--- config.mk ---
export PLATFORM = sky130hd
export DESIGN_NAME = plic_target_ctrl
export DESIGN_NICKNAME = d
export VERILOG_FILES = /design/src/rtl/plic_target_ctrl.sv
export SDC_FILE = /design/constraint.sdc
export NUM_CORES = 1
export LEC_CHECK = 0
export CAP_MARGIN = 20
export CORE_MARGIN = 2
export CORE_UTILIZATION = 25
export DETAILED_ROUTE_END_ITERATION = 10
export PLACE_DENSITY = 0.51
export SYNTH_ARGS = -nofsm -noshare
export SYNTH_HDL_FRONTEND = slang
export SYNTH_SLANG_ARGS = --single-unit
--- constraint.sdc ---
create_clock -name clk_i -period 5.9 [get_ports clk_i]
set_clock_uncertainty 0.2 [all_clocks]
set_input_delay 0.59 -clock clk_i [delete_from_list [all_inputs] [get_ports clk_i]]
set_output_delay 0.59 -clock clk_i [all_outputs]
set_load 0.05 [all_outputs]
--- src/rtl/plic_target_ctrl.sv ---
// plic_target_ctrl: per-target PLIC request/claim/complete controller
module plic_target_ctrl #(
  parameter int SOURCES = 16,
  parameter int PRIORITIES = 7,
  parameter int SOURCES_BITS = $clog2(SOURCES + 1),
  parameter int PRIORITY_BITS = $clog2(PRIORITIES)
) (
  input  logic                     clk_i,
  input  logic                     rst_ni,
  input  logic [PRIORITY_BITS-1:0] priority_i,
  input  logic [SOURCES_BITS-1:0]  id_i,
  input  logic [PRIORITY_BITS-1:0] threshold_i,
  input  logic                     claim_i,
  input  logic                     complete_i,
  input  logic [SOURCES_BITS-1:0]  complete_id_i,
  output logic                     ireq_o,
  output logic [SOURCES_BITS-1:0]  id_o,
  output logic                     claim_o,
  output logic [SOURCES_BITS-1:0]  claim_id_o,
  output logic                     complete_o,
  output logic [SOURCES_BITS-1:0]  complete_id_o,
  output logic                     busy_o
);
  typedef enum logic [1:0] {IDLE, REQ, CLAIMED} state_t;
  state_t state_q, state_d;
  logic [PRIORITY_BITS-1:0] prio_r;
  logic [SOURCES_BITS-1:0] id_r;
  logic req, claim_ok, done;
  assign req = prio_r > threshold_i;
  // next state plus claim acceptance and matching completion; claim_id_o holds the outstanding ID
  always_comb begin
    state_d = state_q;
    claim_ok = 1'b0;
    done = 1'b0;
    case (state_q)
      IDLE: state_d = (req && !claim_i) ? REQ : IDLE;
      REQ: begin
        claim_ok = claim_i && req;
        state_d = claim_ok ? CLAIMED : (req && !claim_i) ? REQ : IDLE;
      end
      CLAIMED: begin
        done = complete_i && (complete_id_i == claim_id_o);
        state_d = done ? IDLE : CLAIMED;
      end
      default: state_d = IDLE;
    endcase
  end
  // pipeline stage, state register and registered outputs
  always_ff @(posedge clk_i or negedge rst_ni) begin
    if (!rst_ni) begin
      state_q <= IDLE;
      prio_r <= '0;
      id_r <= '0;
      ireq_o <= 1'b0;
      busy_o <= 1'b0;
      id_o <= '0;
      claim_o <= 1'b0;
      claim_id_o <= '0;
      complete_o <= 1'b0;
      complete_id_o <= '0;
    end else begin
      state_q <= state_d;
      prio_r <= priority_i;
      id_r <= id_i;
      ireq_o <= state_d == REQ;
      busy_o <= state_d == CLAIMED;
      claim_o <= claim_ok;
      complete_o <= done;
      if (claim_i) id_o <= claim_ok ? id_r : '0;
      if (claim_ok) claim_id_o <= id_r;
      if (done) complete_id_o <= complete_id_i;
    end
  end
endmodule

==> qor.csv, run 1 <==
stage,metric,value,unit
clock_tree,CTS Buffer Depth,2,
power,Max VDD drop,0.0001229,V
yosys,Synth Area in Compound Gates,0.07828,
yosys,"top cells by count, synth","dfrtp_1 (29), mux2_4 (7), a22o_1 (5), inv_1 (4), xor2_1 (4)",
power,pwr/cell area,421.8,mW/mm2
power,switching share of power,0.3686,
timing,period utilization,0.4339,
clock_tree,post-CTS repair timing setup buffer count,0,
placed_design,area post-placement,0.001577,mm2
critical_path,startpoint types,input pin,
floorplanning,I/O pins,39,
floorplanning,row cnt,24,
clock_tree,Hold Buf Count CTS,0,
timing,final setup violation count,0,
yosys,Post-Synth XOR/XNOR Area,0.03859,
yosys,top post-synthesis cells by area,"dfrtp_1 (64%), mux2_4 (9.3%), a22o_1 (3.9%), ha_1 (3.3%), xor2_1 (3.1%)",
detailed_routing,remaining antenna violation count after routing,0,
placed_design,Placement Setup Slack,3020,ps
finish,layout cell share with drive strength beyond 1,0.1538,
yosys,yosys warns,0,
yosys,"Seq/Total Area, Yosys",0.6395,
timing,post-route minimum period,2560,ps
grt,GR Overflow Total,0,
clock_tree,Root Buffer,clkbuf_8,
critical_path,CP max stage cell,o2111a_1,
finish,final instance area,0.001678,mm2
timing,Final TNS setup,0,ps
finish,area grow syn2layout,47.85,%
timing,worst rel slew slack,0.6536,
floorplanning,Total Die Area,0.005094,mm2
grt,total global-route track usage,0.09288,
finish,Layout Nets,139,
floorplanning,Core Region,0.004354,mm2
yosys,Synth Area in Simple Gates,0.06505,
timing,Final Hold Slack,301.6,ps
placed_design,gpl congestion,0.7575,
timing,Pins Over Slew Limit,0,
yosys,Mapped Cells,71,
detailed_routing,routed len/inst,12.40,um
timing,FMAX,390.7,MHz
detailed_routing,vias per cell,4.260,
grt,initial antenna violation count,0,
power,cell-internal power,446.8,uW
yosys,share of the synthesized area in the top cell type,0.6395,
yosys,Syn Nets,94,
placed_design,dpl hpwl,1584,um
floorplanning,Die Ht,71.38,um
floorplanning,initial core utilization,0.2606,
critical_path,reg2reg setup slack,3790,ps
timing,final worst slack,3340,ps
power,Leakage,0.7796,nW
critical_path,crit path buf inv count,2,
power,Pwr Total,707.7,uW
placed_design,PortBufs,38,
yosys,Post-synth ARST share,1.000,
detailed_routing,Vias,720,
power,Clk network pwr share,0.249,
finish,final std cells w/o fill,169,
detailed_routing,DR pass1 iterations,3,
critical_path,CP top delay family,compound AO/OA/AOI/OAI gates,
detailed_routing,Starting DRT DRC Count,14,
critical_path,Worst path max stage delay,550,ps
critical_path,Worst Setup Path Type,in2reg,
finish,Inserted Diodes,0,
min_path,Worst Hold Class,reg2reg,
clock_tree,Clock Pin Slew Worst Setup and Hold Paths,60,ps
clock_tree,Max H-tree Level,2,
critical_path,cells along the critical path,clkdlybuf4s50_1 -> inv_1 -> ha_1 -> a31oi_1 -> o2111a_1 -> mux2_1,
timing,Slew @ Worst Pin,519.5,ps
yosys,number of flops mapped to enable cells by yosys,0,
yosys,Synth Register Bits,29,
detailed_routing,final wirelength,2095,um
finish,post-layout util,0.3853,
timing,final hold violations,0,
job,max-cap violations,0,
outcome,status,"finished, final reports clean",
yosys,mux contribution to synthesized area,0.1224,
clock_tree,CTS tree,yes,
power,NetSw,260.8,uW
clock_tree,Worst-Skew Late Latency,280,ps
yosys,area of the mapped netlist,0.001135,mm2
yosys,Synth Area in Adders,0.03308,
power,Comb pwr share,0.379,
power,Flop pwr share,0.372,
grt,largest net degree at the start of global routing,30,
floorplanning,Die W,71.38,um
critical_path,Worst Path Required,5860,ps
timing,RSZ-0062 raised after global routing,no,
yosys,"count leader, synth",dfrtp_1,
clock_tree,CTS resizes,0,
yosys,largest family of logic cells by synthesized area,multiplexers,
detailed_routing,DRC viols,0,
critical_path,CP Capture Type,flip-flop,
clock_tree,cts bufs inserted,5,
yosys,synth unique cells,19,
placed_design,placed cells,161,
critical_path,arrival time of the worst setup path,2520,ps
grt,first-pass GRT wire length,3484,um
critical_path,CP Max Fanout,13,
yosys,leading area contributor after synthesis,dfrtp_1,
clock_tree,Clock Sinks,29,
grt,vias in the first global route,754,
yosys,mean cell area of the mapped netlist,15.98,um2
yosys,ys flop type,dfrtp_1,
-- layer usage --
metal / track usage / part of all wire / vias up
met1: 0.1080 / 0.40 / 353
met5: 0 / 0 / -
met4: 0.05660 / 0.029 / 0
met3: 0.05063 / 0.087 / 5
li1: - / - / 337
met2: 0.1337 / 0.48 / 25
-- path summary, 6_finish.rpt --
check,from,endpoint,depth (start not counted)
min in group asynchronous,rst_ni,complete_id_o[1],2
worst max register to register,prio_r[1],claim_id_o[1],5
worst min register to register,id_r[1],claim_id_o[1],1
worst min-delay path,id_r[1],claim_id_o[1],1
worst max-delay path,threshold_i[2],claim_id_o[1],6
max in group asynchronous,rst_ni,prio_r[2],2
-- state kept, by name (all words and copies together) (netlist names) --
register,cells
ireq_o,1
claim_id_o,5
claim_o,1
id_r,5
complete_id_o,5
complete_o,1
prio_r,3
id_o,5
state_q,2
busy_o,1
-- cell usage in the layout, fill, tap and decap left out --
cell type / Yosys / routed
a21o_1: 2 / 2
a22o_1: 5 / 5
a31oi_1: 1 / 1
buf_4: 0 / 1
clkbuf_8: 0 / 7
clkdlybuf4s50_1: 0 / 38
clkinv_2: 0 / 1
dfrtp_1: 29 / 29
ha_1: 3 / 3
inv_1: 4 / 4
mux2_1: 3 / 3
mux2_4: 7 / 7
nand3_1: 1 / 1
nand4_4: 1 / 1
nor2_1: 2 / 2
nor2b_1: 3 / 3
nor4_4: 1 / 1
o2111a_1: 1 / 1
o21a_1: 1 / 1
o21ai_0: 1 / 1
xnor2_1: 1 / 1
xor2_1: 4 / 4
-- area by class of cell --
class                      count  area [um2]
clock inverter                 1       5.005
tap                           52       65.06
clock buffer                   7       96.34
timing repair buffer          39       387.9
fill                         410        2676
multi-input combinational     37       382.9
inverter                       4       15.01
sequential                    29       725.7
-- cells by family after synthesis --
group / after synthesis
buf+inv: 5
flops: 29
compound gates: 11
fa+ha+maj: 3
mux: 10
xor+xnor: 5
simple gates: 8
-- power groups by stage --
stage | Sequential (mW) | Clock (mW) | Combinational (mW)
floorplan | 0.368 | 0 | 0.0741
global placement | 0.267 | 0 | 0.269
detailed placement | 0.268 | 0 | 0.270
CTS | 0.265 | 0.181 | 0.271
global route | 0.268 | 0.191 | 0.283
finish | 0.263 | 0.176 | 0.268
Note: power is estimated with default switching activity, not from simulation.
==> inputs of run 2 (changes only) <==
PLACE_DENSITY = 0.53   (was 0.51)
clock period = 2.1 ns   (was 5.9 ns; I/O delays follow)
==> run 2 against run 1 <==
  * Core utilization is 0.98 points higher
  * Register-to-register slack worse by 3700 ps
  * Global-route usage is 0.18 points lower
  * Routed wire length is 1.3% higher
  * Largest power group unchanged
==> qor.csv, run 2 (synthesis results as in run 1) <==
stage,metric,value,unit,change
finish,"commonest non-fill, non-tap cell in the layout",clkdlybuf4s50_1,,unchanged
placed_design,PortBufs,38,,unchanged
detailed_routing,routed len/inst,12.34,um,was 12.40 um
critical_path,CP max stage cell,clkdlybuf4s50_1,,was o2111a_1
detailed_routing,final wirelength,2122,um,was 2095 um
outcome,status,"finished, final reports clean",,unchanged
floorplanning,Core Region,0.004354,mm2,unchanged
floorplanning,initial core utilization,0.2606,,unchanged
critical_path,Worst path max stage delay,450,ps,was 550 ps
job,max-cap violations,0,,unchanged
clock_tree,Clock Sinks,29,,unchanged
clock_tree,CTS tree,yes,,unchanged
timing,FMAX,490.8,MHz,
power,Max VDD drop,0.0004280,V,was 0.0001229 V
placed_design,gpl congestion,0.7188,,was 0.7575
clock_tree,Max H-tree Level,2,,unchanged
critical_path,Worst Setup Path Type,in2reg,,unchanged
timing,RSZ-0062 raised after global routing,no,,unchanged
clock_tree,CTS Buffer Depth,2,,unchanged
timing,final hold violations,0,,unchanged
finish,area occupied by multi-input gates,384.1,um2,was 382.9 um2
finish,most frequent cells in the layout,"clkdlybuf4s50_1 (38), dfrtp_1 (29), mux2_4 (7)",,"was clkdlybuf4s50_1 (38), dfrtp_1 (29), mux2_4 (7), clkbuf_8 (7), a22o_1 (5)"
floorplanning,row cnt,24,,unchanged
floorplanning,Total Die Area,0.005094,mm2,unchanged
finish,layout cell share with drive strength beyond 1,0.1833,,was 0.1538
timing,Slew @ Worst Pin,496.5,ps,was 519.5 ps
placed_design,dpl hpwl,1612,um,was 1584 um
finish,area grow syn2layout,51.60,%,was 47.85%
critical_path,CP Capture Type,flip-flop,,unchanged
grt,total global-route track usage,0.09110,,was 0.09288
detailed_routing,DR pass1 iterations,3,,unchanged
timing,period utilization,0.9703,,
min_path,Worst Hold Class,in2async,,was reg2reg
detailed_routing,vias per cell,4.192,,was 4.260
power,pwr/cell area,1211,mW/mm2,was 421.8 mW/mm2
clock_tree,Worst-Skew Late Latency,270,ps,was 280 ps
clock_tree,Clock Pin Slew Worst Setup and Hold Paths,60,ps,about the same
timing,post-route minimum period,2038,ps,
finish,register area,725.7,um2,unchanged
clock_tree,Root Buffer,clkbuf_8,,unchanged
finish,filler instances,398,,was 410
grt,first-pass GRT wire length,3567,um,was 3484 um
timing,final setup violation count,0,,unchanged
finish,Inserted Diodes,0,,unchanged
detailed_routing,remaining antenna violation count after routing,0,,unchanged
finish,post-layout util,0.3951,,was 0.3853
finish,Layout Nets,142,,was 139
timing,Pins Over Slew Limit,0,,unchanged
placed_design,area post-placement,0.001584,mm2,was 0.001577 mm2
grt,initial antenna violation count,0,,unchanged
grt,largest net degree at the start of global routing,30,,unchanged
finish,final instance area,0.001720,mm2,was 0.001678 mm2
grt,GR Overflow Total,0,,unchanged
grt,vias in the first global route,768,,was 754
floorplanning,I/O pins,39,,unchanged
power,Leakage,0.7965,nW,was 0.7796 nW
critical_path,Worst Path Required,2060,ps,was 5860 ps
critical_path,startpoint types,input pin,,unchanged
clock_tree,Hold Buf Count CTS,0,,unchanged
floorplanning,Die W,71.38,um,unchanged
critical_path,cells along the critical path,clkdlybuf4s50_1 -> inv_1 -> ha_1 -> nor2b_1 -> o21a_1 -> o2111a_2 -> mux2_1,,was clkdlybuf4s50_1 -> inv_1 -> ha_1 -> a31oi_1 -> o2111a_1 -> mux2_1
critical_path,CP Max Fanout,10,,was 13
critical_path,arrival time of the worst setup path,1990,ps,was 2520 ps
detailed_routing,Vias,721,,was 720
floorplanning,Die Ht,71.38,um,unchanged
timing,worst rel slew slack,0.6680,,was 0.6536
clock_tree,cts bufs inserted,5,,unchanged
detailed_routing,Starting DRT DRC Count,9,,was 14
detailed_routing,DRC viols,0,,unchanged
==> run 2: cell types whose count changed in the layout (fill, tap and decap cells not counted) <==
cell / previous run / this run
clkbuf_8: 7 / 6
clkinv_2: 1 / 0
o2111a_1: 1 / 0
clkinvlp_4: 0 / 1
o2111a_2: 0 / 1
buf_4: 1 / 4
bufinv_16: 0 / 1
==> run 2: through the flow <==
| step | total power, mW | hold WS (ps) | setup TNS [ps] | setup WS [ps] | std cells |
|---|---|---|---|---|---|
| after detailed placement | 1.511 | 285.3 | -3490 | -364.0 | 162 |
| after global placement | 1.505 | 279.6 | -2749 | -291.0 | 162 |
| after global routing | 2.175 | 155.6 | 0 | 8.475 | 172 |
| after CTS | 2.110 | 132.7 | 0 | 47.34 | 170 |
| final | 2.083 | 118.3 | 0 | 62.36 | 172 |
| after floorplan | 1.243 | -285.6 | 0 | 93.07 | 71 |
==> run 2: routing by layer <==
layer  global-route usage  routed length, um
met1               0.1116                905
met2               0.1440               1054
met3              0.03094                122
met4              0.04403                 40
met5                    0                  0
==> run 2: final cells by class <==
type                    instances  area share
flip-flops and latches         29      0.4218
repair buffers                 42      0.2385
multi-input cells              37      0.2233
clock buffers                   6     0.04800
well taps                      52     0.03782
clock inverters                 2     0.02182
inverters                       4    0.008727
==> run 2: report_power, final <==
group / leakage (nW) / internal, mW / switching (mW) / total [mW]
sequential: 0.374 / 0.660 / 0.0774 / 0.738
clock: 0.0574 / 0.385 / 0.205 / 0.590
combinational: 0.365 / 0.303 / 0.452 / 0.755
==> run 2: worst paths after layout <==
check                          startpoint       endpoint  slack (ps)  cells past startpoint
min reg2reg                       id_r[1]  claim_id_o[1]         300                      1
max                        threshold_i[1]  claim_id_o[4]          60                      7
min                                rst_ni     complete_o         120                      2
min in group clk_i                id_i[3]        id_r[3]         170                      1
max in group asynchronous          rst_ni  claim_id_o[2]        1320                      2
max reg2reg                     prio_r[1]  claim_id_o[4]         140                      5
==> run 2: worst max-delay path, delay by kind of cell <==
| family | cells | cell delay, ps |
|---|---|---|
| buffers and inverters | 2 | 490 |
| AND/OR/NAND/NOR | 1 | 140 |
| multiplexers | 1 | 330 |
| AO/OA/AOI/OAI | 2 | 530 |
| adder cells (fa/ha/maj) | 1 | 290 |
==> run 2: timing repair <==
| item | CTS | global route |
|---|---|---|
| buffers inserted | 0 | 2 |
| setup endpoints to repair | 7 | 3 |
| resized for setup | 1 | 0 |
